File: config.mk
export PLATFORM = sky130hd
export DESIGN_NAME = paddle_ctrl
export DESIGN_NICKNAME = d
export VERILOG_FILES = /design/src/rtl/pong_pkg.sv /design/src/rtl/btn_debounce.sv /design/src/rtl/paddle_ctrl.sv
export SDC_FILE = /design/constraint.sdc
export NUM_CORES = 1
export LEC_CHECK = 0
export CAP_MARGIN = 20
export CORE_ASPECT_RATIO = 1.75
export CORE_MARGIN = 2
export CORE_UTILIZATION = 35
export DETAILED_ROUTE_END_ITERATION = 8
export PLACE_DENSITY = 0.59
export SYNTH_ARGS = -nofsm -noshare
export SYNTH_HDL_FRONTEND = slang
export SYNTH_HIERARCHICAL = 1
export SYNTH_SLANG_ARGS = --single-unit
File: constraint.sdc
create_clock -name clk -period 3.7 [get_ports clk]
set_input_delay 0.74 -clock clk [delete_from_list [all_inputs] [get_ports clk]]
set_output_delay 0.74 -clock clk [all_outputs]
set_load 0.02 [all_outputs]
File: src/rtl/pong_pkg.sv
// Shared types and screen constants for the pong datapath.
// Also holds the clamped edge-step helpers used by the paddle controller.
package pong_pkg;

  typedef logic [11:0] coord_t;

  typedef enum logic [1:0] {IDLE, SLOW, FAST} paddle_state_t;
  typedef enum logic [1:0] {NONE, UP, DN} dir_t;

  localparam int H_ACTIVE = 1920;
  localparam int V_ACTIVE = 1080;

  // Move an edge up by s, stopping at line 0.
  function automatic coord_t clamp_up(coord_t v, coord_t s);
    return (v >= s) ? coord_t'(v - s) : '0;
  endfunction

  // Move an edge down by s, stopping at vmax; 13-bit sum so wrap cannot fake a pass.
  function automatic coord_t clamp_dn(coord_t v, coord_t s, coord_t vmax);
    logic [12:0] sum;
    sum = {1'b0, v} + {1'b0, s};
    return (sum <= {1'b0, vmax}) ? sum[11:0] : vmax;
  endfunction

endpackage

File: src/rtl/btn_debounce.sv
// Two-flop synchroniser plus stable-time debounce for one raw push-button.
// db follows the synchronised level only after DEBOUNCE_CYC consecutive mismatched cycles.
module btn_debounce #(
  parameter int DEBOUNCE_CYC = 1485000
) (
  input  logic clk,
  input  logic rst,
  input  logic btn,
  output logic db
);

  localparam int CW = (DEBOUNCE_CYC > 2) ? $clog2(DEBOUNCE_CYC) : 1;
  localparam logic [CW-1:0] CNT_LAST = CW'(DEBOUNCE_CYC - 1);

  logic          sync_q1;
  logic          sync_q2;
  logic [CW-1:0] cnt;

  always_ff @(posedge clk or negedge rst) begin
    if (!rst) begin
      sync_q1 <= 1'b0;
      sync_q2 <= 1'b0;
      cnt     <= '0;
      db      <= 1'b0;
    end else begin
      sync_q1 <= btn;
      sync_q2 <= sync_q1;
      if (sync_q2 != db) begin
        if (cnt == CNT_LAST) begin
          db  <= sync_q2;
          cnt <= '0;
        end else begin
          cnt <= cnt + 1'b1;
        end
      end else begin
        cnt <= '0;
      end
    end
  end

endmodule

File: src/rtl/paddle_ctrl.sv
// Paddle position controller: debounced up/down buttons move a fixed-height
// paddle once per frame, at the first vertical-blank line, with step escalation.
//
//   state | meaning
//   IDLE  | no direction held; paddle parked
//   SLOW  | moving STEP_SLOW px/frame, counting consecutive same-direction frames
//   FAST  | moving STEP_FAST px/frame until release or reversal
module paddle_ctrl #(
  parameter int RC_H1        = 100,
  parameter int RC_H2        = 200,
  parameter int RC_V1        = 0,
  parameter int RC_V2        = 250,
  parameter int V_ACTIVE     = pong_pkg::V_ACTIVE,
  parameter int DEBOUNCE_CYC = 1485000,
  parameter int STEP_SLOW    = 4,
  parameter int STEP_FAST    = 12,
  parameter int HOLD_FRAMES  = 30
) (
  input  logic        clk,
  input  logic        rst,
  input  logic        btn_up,
  input  logic        btn_dn,
  input  logic [11:0] h_count,
  input  logic [11:0] v_count,
  output logic        btn_up_db,
  output logic        btn_dn_db,
  output logic [11:0] current_rc_h1,
  output logic [11:0] current_rc_h2,
  output logic [11:0] current_rc_v1,
  output logic [11:0] current_rc_v2,
  output logic        fast
);

  import pong_pkg::*;

  if (!(RC_V1 >= 0 && RC_V1 < RC_V2 && RC_V2 <= V_ACTIVE - 1)) begin : g_bad_vert
    $error("paddle_ctrl: vertical reset edges outside visible area");
  end
  if (!(STEP_FAST >= STEP_SLOW && STEP_SLOW >= 1 && HOLD_FRAMES >= 1)) begin : g_bad_step
    $error("paddle_ctrl: illegal step or hold configuration");
  end

  localparam coord_t HEIGHT = coord_t'(RC_V2 - RC_V1);
  localparam coord_t V_MAX  = coord_t'(V_ACTIVE - 1);
  localparam coord_t STEP_S = coord_t'(STEP_SLOW);
  localparam coord_t STEP_F = coord_t'(STEP_FAST);
  localparam logic [15:0] HOLD_LAST = 16'(HOLD_FRAMES - 1);

  paddle_state_t state;
  dir_t          dir;
  dir_t          last_dir;
  logic [15:0]   hold;
  coord_t        v1;
  coord_t        v2;
  coord_t        step;
  coord_t        mv_v1;
  coord_t        mv_v2;
  logic          frame_tick;

  btn_debounce #(.DEBOUNCE_CYC(DEBOUNCE_CYC)) u_db_up (
    .clk (clk), .rst (rst), .btn (btn_up), .db (btn_up_db)
  );
  btn_debounce #(.DEBOUNCE_CYC(DEBOUNCE_CYC)) u_db_dn (
    .clk (clk), .rst (rst), .btn (btn_dn), .db (btn_dn_db)
  );

  always_comb begin
    frame_tick = (v_count == 12'(V_ACTIVE)) && (h_count == 12'd0);
    dir = NONE;
    if (btn_up_db && !btn_dn_db)      dir = UP;
    else if (btn_dn_db && !btn_up_db) dir = DN;
  end

  // Candidate position for this tick; the FSM decides whether to commit it.
  always_comb begin
    step  = (state == FAST) ? STEP_F : STEP_S;
    mv_v1 = v1;
    mv_v2 = v2;
    if (dir == UP) begin
      mv_v1 = clamp_up(v1, step);
      mv_v2 = mv_v1 + HEIGHT;
    end else if (dir == DN) begin
      mv_v2 = clamp_dn(v2, step, V_MAX);
      mv_v1 = mv_v2 - HEIGHT;
    end
  end

  always_ff @(posedge clk or negedge rst) begin
    if (!rst) begin
      state    <= IDLE;
      last_dir <= NONE;
      hold     <= '0;
      fast     <= 1'b0;
      v1       <= coord_t'(RC_V1);
      v2       <= coord_t'(RC_V2);
    end else if (frame_tick) begin
      case (state)
        IDLE: begin
          if (dir != NONE) begin
            state    <= SLOW;
            hold     <= '0;
            last_dir <= dir;
            v1       <= mv_v1;
            v2       <= mv_v2;
          end
        end
        SLOW: begin
          if (dir == NONE) begin
            state <= IDLE;
            hold  <= '0;
          end else if (dir != last_dir) begin
            hold     <= '0;
            last_dir <= dir;
            v1       <= mv_v1;
            v2       <= mv_v2;
          end else begin
            v1 <= mv_v1;
            v2 <= mv_v2;
            // >= keeps HOLD_FRAMES == 1 from never escalating
            if (hold + 16'd1 >= HOLD_LAST) begin
              state <= FAST;
              fast  <= 1'b1;
              hold  <= '0;
            end else begin
              hold <= hold + 16'd1;
            end
          end
        end
        FAST: begin
          if (dir == NONE || dir != last_dir) begin
            state <= IDLE;
            fast  <= 1'b0;
          end else begin
            v1 <= mv_v1;
            v2 <= mv_v2;
          end
        end
        default: begin
          state <= IDLE;
          fast  <= 1'b0;
        end
      endcase
    end
  end

  assign current_rc_h1 = 12'(RC_H1);
  assign current_rc_h2 = 12'(RC_H2);
  assign current_rc_v1 = v1;
  assign current_rc_v2 = v2;

endmodule

[After elaboration in Yosys (flattened, before gate mapping)]
Index checks and enable logic that the tools add are counted.
Word-level totals
  register bits: 93
  output and inout bits: 51
  input port bits: 28
Cells by class
  equality and inequality tests: 19
  mux-type cells: 41
  reduce and logical (&&, ||, !) cells: 19
  bitwise logic cells: 1
  $lt $le $gt $ge: 3
  add/sub/neg operators: 7
Operator list (count)
  $mux W12: 12
  $mux W21: 4
  $pmux W12 S3: 2
  $mux W16: 4
  $add A21 B1 Y21 const B: 2
  $eq A21 B21 Y1 const B: 2
  $pmux W16 S2: 1
  $mux W2: 10
  $add A16 B1 Y16 const B: 1
  $ge A16 B5 Y1 const B: 1
  $reduce_and A5 Y1: 3
  $add A12 B4 Y13: 1
  $le A13 B11 Y1 const B: 1
  $add A12 B8 Y12 const B: 1
  $eq A12 B11 Y1 const B: 1
  $ge A12 B4 Y1: 1
  $logic_not A12 Y1: 1
  $ne A2 B2 Y1 const B: 6
  $sub A12 B4 Y12: 1
  $sub A12 B8 Y12 const B: 1
  $ne A3 B3 Y1 const B: 2
  $pmux W2 S3: 1
  $reduce_and A6 Y1: 1
  $eq A2 B1 Y1 const B: 2
  other kinds (17): 28

[Longest topological paths before layout]
Gate-level depths: netlist (run 1).
  depth after elaboration: 10
  depth in mapped cells: 18

[By module]
Netlist (run 1), hierarchy kept.
Modules (own cells, without submodules)
  paddle_ctrl: area an instance 3538.4 sq um, seq. area each 1108.6 sq um, instances 1, cells an instance 429
  btn_debounce: area an instance 1211.2 sq um, seq. area each 600.6 sq um, instances 2, cells an instance 119

[Worst setup path after synthesis (run 1)]
OpenSTA, ideal clock, no wires.
  path type: register to register
  start: reg state[0]
  end: reg v1[9] (netlist: current_rc_v1[9])
  data arrival time: 3545 ps
  period minus slack after synthesis: 3664 ps
  path buffers: 1
  cell stages (with the launch flop): 18
  data required time: 3581 ps
  path slack: 36 ps
  cells stage by stage: dfrtp_1 > clkbuf_1 > nand2b_1 > inv_1 > ha_1 > a21oi_1 > mux2i_1 > o211ai_1 > a41oi_1 > nor2_1 > ha_1 > nor2_1 > nand3_1 > a211oi_1 > o21ai_0 > xnor2_1 > o221ai_1 > o21a_1
On the way
  longest elaborated chain between the ends: 10
RTL lines
  from (decl): line paddle_ctrl.sv:49  | paddle_state_t state;
  from (signal assigned): line paddle_ctrl.sv:90  | state <= IDLE;
  from (signal assigned): line paddle_ctrl.sv:100  | state <= SLOW;
  from (signal assigned): line paddle_ctrl.sv:109  | state <= IDLE;
  $eq A2 B2 Y1: line paddle_ctrl.sv:76, paddle_ctrl.sv:97
  $mux W4: line paddle_ctrl.sv:76  | step = (state == FAST) ? STEP_F : STEP_S;
  $add A12 B4 Y13: line pong_pkg.sv:21  | sum = {1'b0, v} + {1'b0, s};
  $le A13 B11 Y1: line pong_pkg.sv:22  | return (sum <= {1'b0, vmax}) ? sum[11:0] : vmax;
  $mux W12: line pong_pkg.sv:22
  $sub A12 B8 Y12: line paddle_ctrl.sv:84  | mv_v1 = mv_v2 - HEIGHT;
  $mux W12: line paddle_ctrl.sv:82  | end else if (dir == DN) begin
  $mux W12: line paddle_ctrl.sv:79  | if (dir == UP) begin
  $mux W12 (on tied branches): line paddle_ctrl.sv:130, paddle_ctrl.sv:99, paddle_ctrl.sv:108
  $pmux W12 S3: line paddle_ctrl.sv:97  | case (state)
  to (signal assigned): line paddle_ctrl.sv:94  | v1 <= coord_t'(RC_V1);
  to (signal assigned): line paddle_ctrl.sv:103  | v1 <= mv_v1;
  to (signal assigned): line paddle_ctrl.sv:134  | v1 <= mv_v1;
  to (decl): line paddle_ctrl.sv:53  | coord_t v1;
Several ways; a longest one is shown, not always the timed one. The select of a mux whose other input is x is not followed.
A chain may end at the register's enable or synchronous reset.

[Final worst setup path (run 1)]
  start: reg v2[3] (netlist: current_rc_v2[3])
  end: reg v1[9] (netlist: current_rc_v1[9])
On the way
  longest elaborated chain between the ends: 8
RTL lines
  from (decl): line paddle_ctrl.sv:54  | coord_t v2;
  from (signal assigned): line paddle_ctrl.sv:95  | v2 <= coord_t'(RC_V2);
  from (signal assigned): line paddle_ctrl.sv:104  | v2 <= mv_v2;
  from (signal assigned): line paddle_ctrl.sv:115  | v2 <= mv_v2;
  $add A12 B4 Y13 (*): line pong_pkg.sv:21
  $le A13 B11 Y1: line pong_pkg.sv:22
  $mux W12 (*): line pong_pkg.sv:22
  $sub A12 B8 Y12 (*): line paddle_ctrl.sv:84
  $mux W12 (*): line paddle_ctrl.sv:82
  $mux W12 (*): line paddle_ctrl.sv:79
  $mux W12 (on tied branches): line paddle_ctrl.sv:130, paddle_ctrl.sv:99, paddle_ctrl.sv:108
  $pmux W12 S3 (*): line paddle_ctrl.sv:97
Every way passes the cells marked *; elsewhere a longest branch is shown, timed or not. The select of a mux whose other input is x is not followed.

==> results of run 1 <==
[logic make-up after synthesis]
| kind of cell | Yosys count | share of synthesized area |
|---|---|---|
| multiplexers | 6 | 0.01112 |
| XOR/XNOR | 55 | 0.08081 |
| flip-flops | 92 | 0.3875 |
| adder cells (fa/ha/maj) | 14 | 0.03191 |
| buffers and inverters | 82 | 0.07263 |
| other | 2 | 0.001260 |
| AND/OR/NAND/NOR | 275 | 0.2624 |
| AO/OA/AOI/OAI | 141 | 0.1524 |
[through the flow]
stage               total power (W)  hold WS [ps]  setup WS (ps)
global route               0.002092         360.8          11.10
detailed placement         0.001135         337.0          17.31
global placement           0.001134         336.8          92.77
floorplan                  0.001103         331.2          35.84
CTS                        0.002047         352.4          33.26
finish                     0.002018         349.0          227.3
[worst paths after layout]
path / start / endpoint / slack [ps] / cells past startpoint
max: current_rc_v2[3] / current_rc_v1[9] / 230 / 16
min: u_db_dn/sync_q1 / u_db_dn/sync_q2 / 350 / 0
max reg2reg: current_rc_v2[3] / current_rc_v1[9] / 230 / 16
min reg2reg: u_db_dn/sync_q1 / u_db_dn/sync_q2 / 350 / 0
max in group asynchronous: rst / current_rc_v2[5] / 2460 / 2
min in group asynchronous: rst / hold[2] / 490 / 1
[worst register-to-register path, delay by kind of cell, from the launching register on]
| family | cells | cell delay, ps |
|---|---|---|
| xor gates and xnor gates | 1 | 160 |
| DFF | 1 | 550 |
| buffers and inverters | 2 | 200 |
| AOI/OAI and AO/OA | 7 | 1150 |
| and+or+nand+nor | 4 | 680 |
| adders and majority gates | 2 | 660 |
[power by group through the flow]
stage	registers, W	logic, W	clock network, W
2_1_floorplan	0.00104	0.0000656	0
3_3_place_gp	0.00104	0.0000946	0
3_5_place_dp	0.00104	0.0000956	0
4_1_cts	0.00102	0.0000956	0.000931
5_1_grt	0.00102	0.000105	0.000965
6_report	0.00102	0.0000934	0.000904
[routing by layer]
metal  track usage  vias up  wire length, µm
li1              -     2467                -
met4        0.1139        0              854
met3       0.02567       52              633
met5             0        -                0
met2        0.3361      175             8566
met1        0.1803     2554             5612
[registers in the layout, indices dropped and copies added, names as in the netlist, 2 cells and up]
register / cells
current_rc_v1: 11
current_rc_v2: 12
hold: 16
last_dir: 2
state: 2
u_db_dn/cnt: 21
u_db_up/cnt: 21
[cell type report]
type	count	area, µm²	area share
Clock inverter	6	46.29	0.006580
Timing Repair Buffer	71	678.2	0.09639
Tap cell	227	284.0	0.04037
Inverter	36	135.1	0.01921
Multi-Input combinational cell	515	3343	0.4752
Sequential cell	92	2310	0.3283
Clock buffer	10	239.0	0.03397
[timing repair]
| item | 4_1_cts | 5_1_grt |
|---|---|---|
| endpoints found under the hold margin | 0 | 0 |
| gates resized for setup | 1 | 7 |
| pin swaps | 0 | 1 |
| endpoints found under the setup margin | 1 | 3 |
| setup buffers | 0 | 1 |
[cells in the final DEF (no fill, tap or decap), types with 30 or more instances in the layout]
cell type,instances
a21oi_1,34
clkdlybuf4s50_1,53
dfrtp_1,86
inv_1,36
nand2_1,39
nand3_1,30
nor2_1,70
o21ai_0,39
xnor2_1,41
==> flow_summary.yaml, run 1 <==
outcome:
  status: "finished clean"
timing:
  hold_viol: 0
  clock_skew_ps: 14.36
  timing.fmax_mhz: 288.0
  slew_viol_final: 0
  rsz0062_at_grt: "no"
  setup_violations: 0
  min_period_over_period: 0.9386
  tns_ps: 0
  worst_pin_slew_ps: 820.2
  relSlewSlack: 0.4532
  period_minus_slack_ps: 3473
clocking:
  path_clk_slew_ps: 80
  cts_hold_buf: 0
  clock_sinks: 92
  clock-root-buffer: "clkbuf_16"
  clk_path_buf_depth: 2
  cts_max_level: 3
  cts_tree: "built"
  clock_latency_ps: 350
  cts_made_buffers: 9
worst_hold_path:
  hp-class: "reg2reg"
route:
  totalWireLength_um: 15670
  via_count: 5248
  routedWlPerCell_um: 16.37
  dr.pass1.iters: 7
  ant_nets: 0
  vias_per_cell: 5.484
  drt-initial-drc-count: 222
  drc_errors: 0
finish:
  final_nets: 767
  n_antenna_cell: 0
  fillers: 1687
  design_area_um2: 7036
  post-route-util: 0.4190
  finalNonFillerCells: 957
  drive_gt1_frac: 0.1014
  areaGrowthSynthToFinish_pct: 18.03
synthesis:
  synth_area_um2: 5961
  synth_top_area_share: 0.3610
  synth.avg_cell_area_um2: 8.937
  synthArstFlopShare: 1.000
  synth-main-ff-cell: "dfrtp_1"
  yosysMostFrequentCell: "dfrtp_1"
  synth_edf_count: 0
  synthTopCellsByArea: "dfrtp_1 (36%), xnor2_1 (6.2%), nor2_1 (4.4%)"
  synth_warnings: 6
  yosys.area.top_type: "dfrtp_1"
  syn_inst: 667
  synth-seq-cells: 92
  ys_seq_area_frac: 0.3875
  synth_common_cells: "dfrtp_1 (86), nor2_1 (70), xnor2_1 (42)"
  synth_cell_types: 80
power:
  p_int_w: 0.001527
  peakVddDrop_uv: 187.1
  p_sw_frac: 0.2435
  p_comb_frac: 0.046
  power_density_nw_per_um2: 286.9
  leakage_nw: 2.833
  p_seq_frac: 0.506
  pwr-share-clk: 0.448
  p_switching_w: 0.0004914
critical_path:
  cp_cell_sequence: "inv_1 -> fa_1 -> and4b_2 -> buf_4 -> a21o_1 -> a21oi_1 -> a41oi_2 -> nor2_1 -> ha_1 -> nor2_1 -> nand3_1 -> a211oi_2 -> o21ai_0 -> xnor2_1 -> o221ai_1 -> o21a_1"
  cp_num_buf_inv: 2
  arrival_ps: 3760
  path_class: "reg2reg"
  cp_data_required_time_ps: 3990
  cp_common_cell: "nor2_1"
  cp_max_fo: 4
  cpMaxStageDelayCell: "dfstp_2"
  start_kind: "flip-flop"
  crit_path_end_kind: "flip-flop"
  cp_top_family: "compound AO/OA/AOI/OAI gates"
  critPathMaxStageDelay_ps: 550
global_route:
  grt_pass1_vias: 5357
  grt-ovfl-total: 0
  grt_pass1_wl_um: 25710
  antenna_found_initial: 0
  track_usage: 0.1803
  grt_start_max_net_pins: 59
placement:
  place_congestion: 0.9516
  io_buffers: 54
  dp_cells: 940
  hpwl_um: 11680
  dpl_cell_area_um2: 6700
floorplan:
  die_h_um: 176.6
  core_area_um2: 16790
  start_util: 0.3550
  die_w_um: 102.7
  pin_count: 79
  fp-row-count: 63
  floorplan.die_area_um2: 18130
run:
  max_cap_violations: 0
(Power assumes the default switching activity.)
==> inputs of run 2 (changes only) <==
Settings changed: HOLD_SLACK_MARGIN set to 0.1, SKIP_CTS_REPAIR_TIMING set to 1.
==> results of run 2 <==
No change in the layout: final DEF, timing and power equal those of run 1.
Among the figures that moved: via count of the first global-routing pass 5357 -> 5356
==> inputs of run 3 (changes only) <==
Settings changed: CORE_MARGIN 2 to unset.
==> flow_summary.yaml, run 3 (synthesis gave the netlist of run 1 again) <==
outcome:
  status: "finished clean"
route:
  routedWlPerCell_um: 16.20
  drt-initial-drc-count: 189
  dr.pass1.iters: 4
  ant_nets: 0
  via_count: 5197
  vias_per_cell: 5.419
  totalWireLength_um: 15540
  drc_errors: 0
placement:
  dp_worst_setup_slack_ps: 18.71
  hpwl_um: 11900
  place_congestion: 0.8607
  io_buffers: 54
  dpl_cell_area_um2: 6734
timing:
  tns_ps: 0
  period_minus_slack_ps: 3442
  slew_viol_final: 0
  clock_skew_ps: 10.85
  whs_ps: 350.8
  setup_violations: 0
  worst_pin_slew_ps: 770.9
  relSlewSlack: 0.4861
  min_period_over_period: 0.9302
  timing.fmax_mhz: 290.6
  hold_viol: 0
  setup_slack_ps: 258.4
critical_path:
  cp_max_fo: 4
  r2r_slack_ps: 260
  crit_path_end_kind: "flip-flop"
  path_class: "reg2reg"
  cp_data_required_time_ps: 3940
  arrival_ps: 3680
  start_kind: "flip-flop"
floorplan:
  start_util: 0.3607
  pin_count: 79
  die_w_um: 100.7
  core_area_um2: 16520
  floorplan.die_area_um2: 17580
  fp-row-count: 62
  die_h_um: 174.6
finish:
  mostFrequentLayoutCells: "dfrtp_1 (86), nor2_1 (69), clkdlybuf4s50_1 (53)"
  n_antenna_cell: 0
  largestRegisters: "u_db_dn/cnt x21, u_db_up/cnt x21, hold x16"
  post-route-util: 0.4284
  final_nets: 772
  drive_gt1_frac: 0.1075
  layout_commonest_cell: "dfrtp_1"
  areaGrowthSynthToFinish_pct: 18.77
  design_area_um2: 7079
power:
  leakage_nw: 2.867
  p_switching_w: 0.0004876
  pwr-share-clk: 0.461
  p_int_w: 0.001582
  p_sw_frac: 0.2356
  peakVddDrop_uv: 196.4
  p_seq_frac: 0.493
  p_comb_frac: 0.045
  power_density_nw_per_um2: 292.3
clocking:
  cts_max_level: 3
  clock_sinks: 92
  cts_made_buffers: 9
  clock_latency_ps: 340
  clock-root-buffer: "clkbuf_16"
  clk_path_buf_depth: 2
  cts_tree: "built"
  path_clk_slew_ps: 70
global_route:
  grt_pass1_wl_um: 25590
  track_usage: 0.1856
  antenna_found_initial: 0
  grt-ovfl-total: 0
  grt_start_max_net_pins: 39
  grt_pass1_vias: 5296
worst_hold_path:
  hp-class: "reg2reg"
run:
  max_cap_violations: 0
[run 3: area by class of cell]
class	instances	area [µm²]
Tap cell	224	280.3
Fill cell	1634	9444
Clock inverter	7	80.08
Clock buffer	9	225.2
Inverter	36	135.1
Multi-Input combinational cell	515	3333
Sequential cell	92	2310
Timing Repair Buffer	76	715.7
[run 3: power groups by stage]
| stage | Clock, W | Sequential [W] | Combinational, W |
|---|---|---|---|
| detailed placement | 0 | 0.00104 | 0.0000958 |
| finish | 0.000955 | 0.00102 | 0.0000937 |
| CTS | 0.000991 | 0.00102 | 0.0000963 |
| floorplan | 0 | 0.00104 | 0.0000656 |
| global route | 0.00103 | 0.00102 | 0.000105 |
| global placement | 0 | 0.00104 | 0.0000938 |
[run 3: worst paths after layout]
kind / start / endpoint / depth (start not counted)
min in group asynchronous: rst / current_rc_v2[0] / 1
setup / recovery: current_rc_v2[3] / current_rc_v1[9] / 15
hold / removal: u_db_up/sync_q1 / u_db_up/sync_q2 / 0
max in group asynchronous: rst / last_dir[0] / 2
setup reg to reg: current_rc_v2[3] / current_rc_v1[9] / 15
hold reg to reg: u_db_up/sync_q1 / u_db_up/sync_q2 / 0
[run 3: routing by layer]
layer,GRT usage,vias up,routed length (µm)
met1,0.1853,2518,5702
met5,0,-,0
met2,0.3505,151,8494
met3,0.03160,55,549
met4,0.1081,0,790
li1,-,2473,-
[run 3: stage by stage]
step                      total power (W)  std cells
after floorplan                  0.001103        689
after global placement           0.001133        942
after detailed placement         0.001136        942
after CTS                        0.002107        958
after global routing             0.002153        959
final                            0.002070        959
[run 3: critical path, stage by stage (launching register included)]
cell,delay (ps)
dfstp_2,550
inv_1,70
fa_1,440
and4b_2,340
o21ai_0,100
a32o_1,290
a41oi_2,250
nor2_1,80
ha_1,230
nor2_2,100
nand3_1,110
a211oi_2,190
o21ai_0,130
xnor2_1,180
o221ai_1,130
o21a_1,140
